[src/rtl/cpu_run_ctrl.sv]
// Run-control sequencer for the flare32 core: holds the core in reset for an init period,
// runs it free-running or single-stepped, drains outstanding work and parks in Quit with status.
module cpu_run_ctrl #(
  parameter int STATE_WIDTH = 8,
  parameter int CNT_WIDTH   = 32,
  parameter int INIT_CYCLES = 4,
  parameter int MAX_CYCLES  = 0
) (
  input  logic                   __clk,
  input  logic                   __rst,
  input  logic                   __start,
  input  logic                   __halt_req,
  input  logic                   __step_mode,
  input  logic                   __step,
  input  logic                   __busy,
  output logic                   __core_en,
  output logic                   __core_rst,
  output logic [STATE_WIDTH-1:0] __state,
  output logic [CNT_WIDTH-1:0]   __cycle_cnt,
  output logic                   __done,
  output logic                   __timeout
);

  typedef enum logic [2:0] {
    ST_IDLE  = 3'd0,
    ST_INIT  = 3'd1,
    ST_RUN   = 3'd2,
    ST_STEP  = 3'd3,
    ST_DRAIN = 3'd4,
    ST_QUIT  = 3'd5
  } state_t;

  localparam int ICW = (INIT_CYCLES > 1) ? $clog2(INIT_CYCLES) : 1;
  localparam logic [ICW-1:0]       INIT_LOAD = ICW'(INIT_CYCLES - 1);
  localparam logic [CNT_WIDTH-1:0] MAX_CNT   = CNT_WIDTH'(MAX_CYCLES);
  localparam bit                   TMO_EN    = (MAX_CYCLES != 0);

  state_t               state;
  logic [ICW-1:0]       init_cnt;
  logic                 halt_pend;
  logic                 step_mode_q;
  logic [CNT_WIDTH-1:0] cnt_q;
  logic                 timeout_q;
  logic [CNT_WIDTH-1:0] cnt_inc;
  logic                 hit_max;

  assign __core_en   = (state == ST_RUN) | ((state == ST_STEP) & __step);
  assign __core_rst  = (state == ST_IDLE) | (state == ST_INIT);
  assign __done      = (state == ST_QUIT);
  assign __state     = STATE_WIDTH'(state);
  assign __cycle_cnt = cnt_q;
  assign __timeout   = timeout_q;

  assign cnt_inc = cnt_q + CNT_WIDTH'(1);
  assign hit_max = TMO_EN && (cnt_inc == MAX_CNT);

  always_ff @(posedge __clk) begin
    if (__rst) begin
      state       <= ST_IDLE;
      init_cnt    <= '0;
      halt_pend   <= 1'b0;
      step_mode_q <= 1'b0;
      cnt_q       <= '0;
      timeout_q   <= 1'b0;
    end else begin
      case (state)
        ST_IDLE, ST_QUIT: begin
          if (__start) begin
            state       <= ST_INIT;
            init_cnt    <= INIT_LOAD;
            halt_pend   <= 1'b0;
            step_mode_q <= __step_mode;
            cnt_q       <= '0;
            timeout_q   <= 1'b0;
          end
        end
        ST_INIT: begin
          if (__halt_req) halt_pend <= 1'b1;
          // A halt on the last Init cycle must still divert to Drain.
          if (init_cnt == '0) begin
            if (halt_pend | __halt_req) state <= ST_DRAIN;
            else if (step_mode_q)       state <= ST_STEP;
            else                        state <= ST_RUN;
          end else begin
            init_cnt <= init_cnt - ICW'(1);
          end
        end
        ST_RUN, ST_STEP: begin
          if (__core_en) cnt_q <= cnt_inc;
          if (__core_en && hit_max) begin
            timeout_q <= 1'b1;
            state     <= ST_DRAIN;
          end else if (__halt_req) begin
            state <= ST_DRAIN;
          end
        end
        ST_DRAIN: begin
          if (!__busy) state <= ST_QUIT;
        end
        default: state <= ST_IDLE;
      endcase
    end
  end

endmodule

[config.mk]
export PLATFORM = sky130hd
export DESIGN_NAME = cpu_run_ctrl
export DESIGN_NICKNAME = d
export VERILOG_FILES = /design/src/rtl/cpu_run_ctrl.sv
export SDC_FILE = /design/constraint.sdc
export NUM_CORES = 1
export LEC_CHECK = 0
export ABC_AREA = 1
export BUFFER_PORTS_ARGS = -buffer_cell sky130_fd_sc_hd__buf_2
export CORE_MARGIN = 2
export CORE_UTILIZATION = 59
export DETAILED_ROUTE_END_ITERATION = 8
export PLACE_DENSITY_LB_ADDON = 0.05
export SKIP_LAST_GASP = 1
export SLEW_MARGIN = 30
export SYNTH_ARGS = -nofsm -noshare
export SYNTH_HDL_FRONTEND = slang
export SYNTH_SLANG_ARGS = --single-unit
[constraint.sdc]
create_clock -name __clk -period 2.3 [get_ports __clk]
set_input_delay 0.23 -clock __clk [delete_from_list [all_inputs] [get_ports __clk]]
set_output_delay 0.23 -clock __clk [all_outputs]
set_load 0.02 [all_outputs]
# After elaboration in Yosys (flattened, before gate mapping)
# Index checks and enable logic that the tools add are counted.
[word_totals]
reg_bits = 39
in_bits = 7
output_inout_bits = 44
elab_cells = 50
[classes]
n_addsub = 2
eq_ne = 12
muxes = 16
bitwise_logic = 4
n_reduce_logical = 11
[op_table]
columns = ["operator", "n"]
rows = [
  ["$mux W32", 2],
  ["$pmux W32 S2", 1],
  ["$add A32 B1 Y32 const B", 1],
  ["$mux W3", 5],
  ["$ne A2 B2 Y1 const B", 6],
  ["$pmux W3 S4", 1],
  ["$reduce_and A3 Y1", 3],
  ["$eq A3 B2 Y1 const B", 2],
  ["$eq A3 B3 Y1 const B", 2],
  ["$mux W2", 2],
  ["$pmux W2 S2", 1],
  ["$reduce_and A4 Y1", 1],
  ["$reduce_bool A2 Y1", 2],
  ["$reduce_or A2 Y1", 2],
  ["$eq A3 B1 Y1 const B", 1],
  ["$logic_not A3 Y1", 1],
  ["$mux W1", 3],
  ["$or A1 B1 Y1", 3],
  ["$logic_not A2 Y1", 1],
  ["$ne A2 B1 Y1 const B", 1],
  ["$pmux W1 S2", 1],
  ["$reduce_and A2 Y1", 1],
  ["$sub A2 B1 Y2 const B", 1],
  ["$and A1 B1 Y1", 1],
]

# Logic depth before layout (Yosys ltp)
# Gate-level depths: netlist (run 1).
[logic_depth]
ltp_word = 5
depth_mapped = 11
mapped_depth_nobuf = 11

# Worst setup path after synthesis (run 1)
# Ideal clock, no wire load.
[synth_path]
path_kind = "register to register"
from = "register cnt_q[1] (netlist: __cycle_cnt[1])"
to = "register cnt_q[26] (netlist: __cycle_cnt[26])"
arrival_ns = 1.585
path_slack_ns = 0.641
path_stages_with_launch = 9
path_buffers = 0
synth_period_minus_slack_ns = 1.659
path_cell_list = "dfxtp_1 -> ha_1 -> nand2_1 -> nor2_4 -> nand2_1 -> nor2_1 -> nand2_1 -> xor2_1 -> o21ai_0"
[synth_via]
elab_chain_len = 3
[synth_rtl]
columns = ["item", "line", "source"]
rows = [
  ["from (decl)", "42", "logic [CNT_WIDTH-1:0] cnt_q;"],
  ["from (signal assigned)", "89", "if (__core_en) cnt_q <= cnt_inc;"],
  ["$add A32 B1 Y32", "54", "assign cnt_inc = cnt_q + CNT_WIDTH'(1);"],
  ["$mux W32", "89", ""],
  ["$pmux W32 S2", "66", "case (state)"],
]
# No other way between the ends. The select of a mux whose other input is x is not followed.
# A chain may end at the register's enable or synchronous reset.

# Worst setup path in the final report (run 1)
[layout_path]
from = "register state[0]"
to = "output port __core_en"
[layout_via]
elab_chain_len = 3
word_cells_on_any_way = 4
cone_classes = "eq/ne: 2; bitwise: 2"
[layout_rtl]
columns = ["item", "line", "source"]
rows = [
  ["from (decl)", "38", "state_t state;"],
  ["from (signal assigned)", "59", "state <= ST_IDLE;"],
  ["from (signal assigned)", "69", "state <= ST_INIT;"],
  ["from (signal assigned)", "81", "if (halt_pend | __halt_req) state <= ST_DRAIN;"],
  ["$eq A3 B2 Y1", "47", "assign __core_en = (state == ST_RUN) | ((state == ST_STEP) & __step);"],
  ["$and A1 B1 Y1", "47", ""],
  ["$or A1 B1 Y1 *", "47", ""],
  ["to (decl)", "16", "output logic __core_en,"],
]
# Mark *: on every way between the ends. The rest lies on a longest branch, timed or not.

==> results.toml, run 1 <==
[setup_path]
path_max_fanout = 9
crit_chain = "inv_1, o21ai_2, clkinv_1, buf_2"
worstSetupStartpointType = "register"
critPathKind = "reg2out"
cp-end-kind = "primary output"
cpPeakStageDelay_ns = 0.41
cp_slowest_cell = "dfxtp_1"
cp.required_ns = 2.07
critPathArrivalTime_ns = 1.69

[grt]
grtUsageTotal_pct = 28.6
grt-ovfl-total = 0
grt_max_degree = 23
antenna_found_initial = 0
grt_pass1_vias = 2247
grt_pass1_wl_um = 10200

[floorplanning]
fp.dieW_um = 68.8
rows = 23
chipHeight_um = 68.8
die_area_sq_um = 4730
core_sq_um = 4030
start_util_pct = 61.4
num_io_pins = 51

[final_layout]
antenna_cells = 0
syn2layout_area_growth_pct = 14.4
final_area_sq_um = 2830
drive_gt1_share_pct = 14.7
utilization_pct = 70.2
fin_cells = 512
finish.net_count = 470

[clocking]
clk_latency_ns = 0.29
path_clk_slew_ns = 0.08
cts_tree = "done"
cts_hold_buffers = 0
cts_max_path_buffers = 2
cts_resized = 0
cts-htree-levels = 2
cts-buffers-inserted = 5
postCtsSetupBuffers = 0
clockRootBuffer = "clkbuf_8"
cts_num_sinks = 39

[logic_synthesis]
synth_top_cell_by_area = "dfxtp_1"
synth.mux.area_fraction_pct = 0
syn_avg_cell_area_sq_um = 5.98
synthSimpleGateAreaFrac_pct = 41.6
yosysTopAreaCellShare_pct = 31.5
ys_types = 29
async_flop_share_pct = 0
synth_top_family_by_area = "simple AND/OR/NAND/NOR gates"
yosysSeqAreaShare_pct = 31.5
synth-xor-area-share_pct = 1.42
synth_fa_ha_area_share_pct = 1.01
ys_seq_elements = 39
yosys-top-cells-count = "128 x nand2_1, 63 x nor2_1, 53 x inv_1"
yosysMostFrequentCell = "nand2_1"
synth-main-ff-cell = "dfxtp_1"
synth-compound-area-share_pct = 12.5
syn_area_sq_um = 2470
synth_edf_count = 0
netlist_instances = 414
synth-warning-count = 0
synth_area_leaders = "dfxtp_1 32%, nand2_1 19%, nor2_1 9.6%, inv_1 8.0%, nand3_1 6.3%"

[place]
post_dp_cell_area_sq_um = 2710
post-place-cells = 504
numPortBuffers = 44
pre_cts_slack_ns = 0.586
place_congestion = 0.983
dp_hpwl_um = 5020

[detailed_routing]
route.final.wire_length_um = 6390
drtPass1Iterations = 5
drt_iter0_markers = 152
viasPerCell = 5.22
drc = 0
ant_nets = 0
wl_per_cell_um = 12.5
vias = 2673

[sta]
finalCritPeriodShare_pct = 83.6
fin_setup_tns_ns = 0
skew_ns = 0.00334
setup_violations = 0
fmax_mhz = 520
worst_slack_ns = 0.377
final-hold-violation-count = 0
min_period_ns = 1.92
drv_slew = 0
grt_setup_unrepaired = "no"

[job]
drv_cap = 0

[worst_hold_path]
holdCritPathClass = "in2reg"

[pwr]
powerDensity_nw_per_um2 = 735
leakagePower_nw = 1.26
ir_drop_uv = 737

[outcome]
status = "finished, final reports clean"
[layer usage]
layer	wire length, um	global-route usage, %
met1	3120	40.9
met2	2790	44.7
met3	393	5.03
met4	86	6.62
met5	0	0
[power breakdown]
group          internal, W  switching, W  leakage (nW)
combinational     0.000198      0.000525         0.887
clock             0.000351      0.000244        0.0612
sequential        0.000720     0.0000426         0.316
[area by class of cell]
cell class | instances | area [sq um]
fill | 371 | 1200
tap | 50 | 62.6
multi-input combinational | 311 | 1420
sequential | 39 | 781
clock inverter | 2 | 35.0
timing repair buffer | 45 | 228
clock buffer | 6 | 82.6
inverter | 59 | 221
[stage by stage]
| stage | total power (W) | hold slack, ns |
|---|---|---|
| after floorplan | 0.00138 | 0.372 |
| after global placement | 0.00148 | 0.461 |
| after detailed placement | 0.00149 | 0.482 |
| after CTS | 0.00208 | 0.174 |
| after global routing | 0.00221 | 0.189 |
| final | 0.00208 | 0.177 |
[cells in the final DEF (no fill, tap or decap)]
cell	count
nand2_4	3
bufinv_16	1
clkinv_2	1
buf_4	1
nand2_2	2
nor2_4	2
o31ai_1	1
xor2_1	4
o21ai_0	22
nor2_1	63
dfxtp_1	39
o21ai_1	6
o21bai_2	1
inv_2	4
buf_2	44
a22oi_1	2
o21ai_2	1
clkinv_1	2
nor3_1	4
clkbuf_8	6
nand4_1	4
a21oi_1	22
nor2_2	1
inv_1	53
nand3_1	31
nand3b_1	4
nand2_1	128
conb_1	6
o21ai_4	1
and2_1	1
ha_1	2
[sequential cells by signal, summed over array words and instances, names as in the netlist]
register and count:
state 3, step_mode_q 1, __cycle_cnt 32, halt_pend 1, init_cnt 2
[worst paths after layout]
check	from	endpoint	slack, ns	depth (start not counted)
worst max-delay path	state[0]	__core_en	0.38	4
worst min-delay path	__step_mode	step_mode_q	0.18	3
worst max register to register	__cycle_cnt[1]	__cycle_cnt[26]	0.54	8
worst min register to register	init_cnt[1]	init_cnt[1]	0.49	2
[cell families after synthesis]
| kind of cell | after synthesis |
|---|---|
| and+or+nand+nor | 243 |
| AOI/OAI and AO/OA | 56 |
| xor gates and xnor gates | 4 |
| adders and majority gates | 2 |
| buffers and inverters | 69 |
| DFF | 39 |
| other | 1 |
[critical path, delay by kind of cell (launching register included)]
kind,cells,cell delay (ns)
AO/OA/AOI/OAI,1,0.29
buffers and inverters,3,0.70
flip-flops,1,0.41
Note: power is estimated with default switching activity, not from simulation.
==> run 2, diff against run 1 <==
--- a/config.mk
+++ b/config.mk
@@ -5,10 +5,10 @@
 export SDC_FILE = /design/constraint.sdc
 export NUM_CORES = 1
 export LEC_CHECK = 0
-export ABC_AREA = 1
+export ABC_AREA = 0
 export BUFFER_PORTS_ARGS = -buffer_cell sky130_fd_sc_hd__buf_2
 export CORE_MARGIN = 2
-export CORE_UTILIZATION = 59
+export CORE_UTILIZATION = 54
 export DETAILED_ROUTE_END_ITERATION = 8
 export PLACE_DENSITY_LB_ADDON = 0.05
 export SKIP_LAST_GASP = 1
==> constraint.sdc (replaced) <==
create_clock -name __clk -period 1.94 [get_ports __clk]
set_input_delay 0.194 -clock __clk [delete_from_list [all_inputs] [get_ports __clk]]
set_output_delay 0.194 -clock __clk [all_outputs]
set_load 0.02 [all_outputs]
==> results.toml, run 2 <==
[outcome]
status = "finished, final reports clean"

[logic_synthesis]
ys_types = 59
async_flop_share_pct = 0
syn_area_sq_um = 2350
yosys-top-cells-count = "39 x dfxtp_1, 30 x nand2_1, 24 x nor2_1"
synth_edf_count = 0
yosysTopAreaCellShare_pct = 33.2
yosysMostFrequentCell = "dfxtp_1"
synth-warning-count = 0
synth_area_leaders = "dfxtp_1 33%, a21oi_1 4.9%, nand2_1 4.8%, nor2_1 3.8%, a31oi_1 3.7%"
synth-main-ff-cell = "dfxtp_1"
netlist_instances = 294
syn_avg_cell_area_sq_um = 8.01
yosysSeqAreaShare_pct = 33.2
ys_seq_elements = 39
synth_top_cell_by_area = "dfxtp_1"

[setup_path]
cp_slowest_cell = "dfxtp_1"
cpPeakStageDelay_ns = 0.44
worstSetupStartpointType = "register"
crit_buf_inv = 0
cp_num_cells = 5
cp-end-kind = "register"
critPathArrivalTime_ns = 2.08
crit_chain = "nand2_1, nor4_4, nand4_2, or4_1, nand3_1"
cp_top_family = "simple AND/OR/NAND/NOR gates"
path_max_fanout = 7
reg2regPathDepth = 5
critPathKind = "reg2reg"
cp.required_ns = 2.18

[detailed_routing]
route.final.wire_length_um = 6120
vias = 2441
ant_nets = 0
drc = 0
drt_iter0_markers = 237
wl_per_cell_um = 15.0
viasPerCell = 5.97
drtPass1Iterations = 4

[sta]
setup_violations = 0
finalCritPeriodShare_pct = 94.7
min_period_ns = 1.84
fin_setup_tns_ns = 0
fmax_mhz = 544
worst_slack_ns = 0.102
drv_slew = 0
final-hold-violation-count = 0
skew_ns = 0.00675

[place]
place_congestion = 0.894
post_dp_cell_area_sq_um = 2710
dp_hpwl_um = 4390
pre_cts_slack_ns = 0.116
post-place-cells = 399
numPortBuffers = 44

[final_layout]
antenna_cells = 0
finish.net_count = 365
drive_gt1_share_pct = 28.0
fin_cells = 409
final_area_sq_um = 2830
largest_reg_flops = 32
final_common_cell = "buf_2"
syn2layout_area_growth_pct = 20.3
layout_common_cells = "44 x buf_2, 37 x dfxtp_1, 30 x nand2_1, 24 x nor2_1"

[floorplanning]
die_area_sq_um = 4900
chipHeight_um = 70.0
fp.dieW_um = 70.0
start_util_pct = 55.2
rows = 24
core_sq_um = 4260
num_io_pins = 51

[clocking]
cts_hold_buffers = 0
cts_num_sinks = 39
clk_latency_ns = 0.30
cts-buffers-inserted = 5
clockRootBuffer = "clkbuf_8"
cts_max_path_buffers = 2
cts_tree = "done"
path_clk_slew_ns = 0.08
cts-htree-levels = 2

[pwr]
pwr-share-clk_pct = 27.4
p_switching_w = 0.000795
p_total_w = 0.00228
leakagePower_nw = 1.28
swShare_pct = 34.9
seqPwrFrac_pct = 40.1
intPower_w = 0.00148
comb_power_share_pct = 32.4
powerDensity_nw_per_um2 = 805
ir_drop_uv = 601

[worst_hold_path]
hold_depth = 2
holdCritPathClass = "in2reg"

[grt]
grt_pass1_vias = 1978
grt_max_degree = 20
antenna_found_initial = 0
grtUsageTotal_pct = 25.1
grt_pass1_wl_um = 9910
grt-ovfl-total = 0

[job]
drv_cap = 0
run 2: changes by cell type after synthesis, moves of 5 or more:
cell,delta
nand3_1,-18
nand4_1,+5
and3_1,+11
inv_1,-46
o21ai_0,-6
nor2b_1,+7
nor2_1,-39
a31oi_1,+14
nand2_1,-98
run 2: cell families (layout without fill, tap and decap cells):
group                    count (synthesis)  count (layout)  share of synthesized area (%)
AO/OA/AOI/OAI                           86              86                           22.8
flip-flops                              39              39                           33.2
AND/OR/NAND/NOR                        139             139                           35.4
buffers and inverters                   25              83                           6.54
other                                    1               6                          0.159
adder cells (fa/ha/maj)                  2               2                           1.06
multiplexers                             2               2                          0.850
run 2: cell type report:
cell class                 count  area, sq um
sequential                    39          783
multi-input combinational    235         1440
clock inverter                 1         7.51
clock buffer                   7         96.3
fill                         381         1430
tap                           52         65.1
timing repair buffer          68          413
inverter                       7         26.3
run 2: worst reg2reg max path, stage by stage, from the launching register on:
cell     delay (ns)
dfxtp_1        0.44
nand2_1        0.18
nor4_4         0.44
nand4_2        0.21
or4_1          0.42
nand3_1        0.09
run 2: power by group through the flow:
stage | clock network [W] | logic, W | registers, W
2_1_floorplan | 0 | 0.000509 | 0.000940
3_3_place_gp | 0 | 0.000731 | 0.000931
3_5_place_dp | 0 | 0.000740 | 0.000932
4_1_cts | 0.000630 | 0.000742 | 0.000913
5_1_grt | 0.000673 | 0.000823 | 0.000931
6_report | 0.000626 | 0.000739 | 0.000915
run 2: final timing paths:
| kind | startpoint | end | slack, ns |
|---|---|---|---|
| setup / recovery | __cycle_cnt[15] | __cycle_cnt[25] | 0.10 |
| hold / removal | __halt_req | state[1] | 0.10 |
| hold reg to reg | init_cnt[0] | init_cnt[0] | 0.47 |
| setup reg to reg | __cycle_cnt[15] | __cycle_cnt[25] | 0.10 |
run 2: per-stage QoR:
stage	util [%]	hold slack [ns]
after floorplan	-	0.272
after detailed placement	63.5	0.415
final	66.4	0.104
after CTS	66.0	0.102
after global routing	66.4	0.118
after global placement	63.5	0.415
run 2: routing by layer:
layer	global-route usage (%)	routed length, um
met5	0	0
met4	8.33	51
met3	3.61	321
met2	39.0	2860
met1	35.9	2890
run 2: what timing repair did:
action / CTS / global route
endpoints found under the setup margin: 0 / 4
resized for setup: 0 / 3
buffers inserted: 0 / 2
endpoints found under the hold margin: 0 / 0
==> run 3, diff against run 2 <==
--- a/config.mk
+++ b/config.mk
@@ -10,6 +10,7 @@
 export CORE_MARGIN = 2
 export CORE_UTILIZATION = 54
 export DETAILED_ROUTE_END_ITERATION = 8
+export MAX_ROUTING_LAYER = met4
 export PLACE_DENSITY_LB_ADDON = 0.05
 export SKIP_LAST_GASP = 1
 export SLEW_MARGIN = 30
==> results.toml, run 3 (synthesized netlist as in run 2, its figures left out) <==
[outcome]
status = "finished, final reports clean"

[detailed_routing]
route.final.wire_length_um = 6120
vias = 2421
drc = 0
viasPerCell = 5.92
wl_per_cell_um = 15.0
ant_nets = 0
drtPass1Iterations = 4
drt_iter0_markers = 229

[sta]
skew_ns = 0.00888
setup_violations = 0
drv_slew = 0
fmax_mhz = 543
min_period_ns = 1.84
final-hold-violation-count = 0
fin_setup_tns_ns = 0
finalCritPeriodShare_pct = 95.0

[pwr]
p_switching_w = 0.000798
swShare_pct = 35.0
intPower_w = 0.00148
pwr-share-clk_pct = 27.5
ir_drop_uv = 600
powerDensity_nw_per_um2 = 806
seqPwrFrac_pct = 40.1
leakagePower_nw = 1.28
comb_power_share_pct = 32.4

[final_layout]
fin_cells = 409
final_common_cell = "buf_2"
drive_gt1_share_pct = 28.0
layout_common_cells = "44 x buf_2, 37 x dfxtp_1, 30 x nand2_1, 24 x nor2_1"
antenna_cells = 0
finish.net_count = 365
largest_reg_flops = 32
syn2layout_area_growth_pct = 20.3

[setup_path]
critPathArrivalTime_ns = 2.09
worstSetupStartpointType = "register"
cp-end-kind = "register"
cp_top_family = "simple AND/OR/NAND/NOR gates"
crit_chain = "nand2_1, nor4_4, nand4_2, or4_1, nand3_1"
cpPeakStageDelay_ns = 0.45
cp.required_ns = 2.18
cp_slowest_cell = "dfxtp_1"
path_max_fanout = 7
critPathKind = "reg2reg"
crit_buf_inv = 0

[worst_hold_path]
holdCritPathClass = "in2reg"

[floorplanning]
fp.dieW_um = 70.0
chipHeight_um = 70.0
start_util_pct = 55.2
core_sq_um = 4260
die_area_sq_um = 4900
rows = 24
num_io_pins = 51

[grt]
grt-ovfl-total = 0
grt_pass1_wl_um = 9880
grtUsageTotal_pct = 25.7
antenna_found_initial = 0
grt_max_degree = 20
grt_pass1_vias = 1984

[clocking]
cts_hold_buffers = 0
cts_max_path_buffers = 2
cts_num_sinks = 39
cts_tree = "done"
cts-htree-levels = 2
clockRootBuffer = "clkbuf_8"
cts-buffers-inserted = 5
clk_latency_ns = 0.30
path_clk_slew_ns = 0.08

[place]
post-place-cells = 399
dp_hpwl_um = 4390
numPortBuffers = 44
place_congestion = 0.910

[job]
drv_cap = 0
==> run 3: power by group through the flow <==
stage | Clock, W | Combinational (W) | Sequential [W]
2_1_floorplan | 0 | 0.000509 | 0.000940
3_3_place_gp | 0 | 0.000731 | 0.000931
3_5_place_dp | 0 | 0.000740 | 0.000932
4_1_cts | 0.000630 | 0.000742 | 0.000913
5_1_grt | 0.000671 | 0.000821 | 0.000931
6_report | 0.000629 | 0.000739 | 0.000915
==> run 3: area by class of cell <==
class / count / area, sq um
well taps: 52 / 65.1
clock inverters: 1 / 7.51
multi-input cells: 235 / 1440
clock buffers: 7 / 96.3
inverters: 7 / 26.3
repair buffers: 68 / 413
fillers: 381 / 1430
flip-flops and latches: 39 / 783
==> run 3: path summary, 6_finish.rpt <==
kind / startpoint / to / slack (ns) / depth (start not counted)
setup reg to reg: __cycle_cnt[15] / __cycle_cnt[25] / 0.1 / 5
hold / removal: __halt_req / state[1] / 0.10 / 2
setup / recovery: __cycle_cnt[15] / __cycle_cnt[25] / 0.1 / 5
hold reg to reg: init_cnt[0] / init_cnt[0] / 0.47 / 1
==> run 3: per-layer routing <==
metal	global-route usage (%)	part of all wire [%]	wire length [um]
met1	35.2	47	2900
met2	39.3	46	2800
met3	3.61	5.4	332
met4	8.33	1.5	92
met5	-	0	0
==> run 3: what timing repair did <==
item / in CTS / in global routing
gates resized for setup: 0 / 3
buffers inserted: 0 / 2
endpoints found under the setup margin: 0 / 4
hold endpoints to repair: 0 / 0
==> run 3: metrics by stage <==
| step | power, W | setup WS, ns | hold slack [ns] | cell area (sq um) | util, % |
|---|---|---|---|---|---|
| after floorplan | 0.00145 | 0.0338 | 0.272 | 2370 | - |
| after global placement | 0.00166 | 0.155 | 0.415 | 2710 | 63.5 |
| after detailed placement | 0.00167 | 0.116 | 0.415 | 2710 | 63.5 |
| after CTS | 0.00228 | 0.0845 | 0.102 | 2810 | 66.0 |
| after global routing | 0.00242 | -0.0179 | 0.118 | 2830 | 66.4 |
| final | 0.00228 | 0.0979 | 0.104 | 2830 | 66.4 |
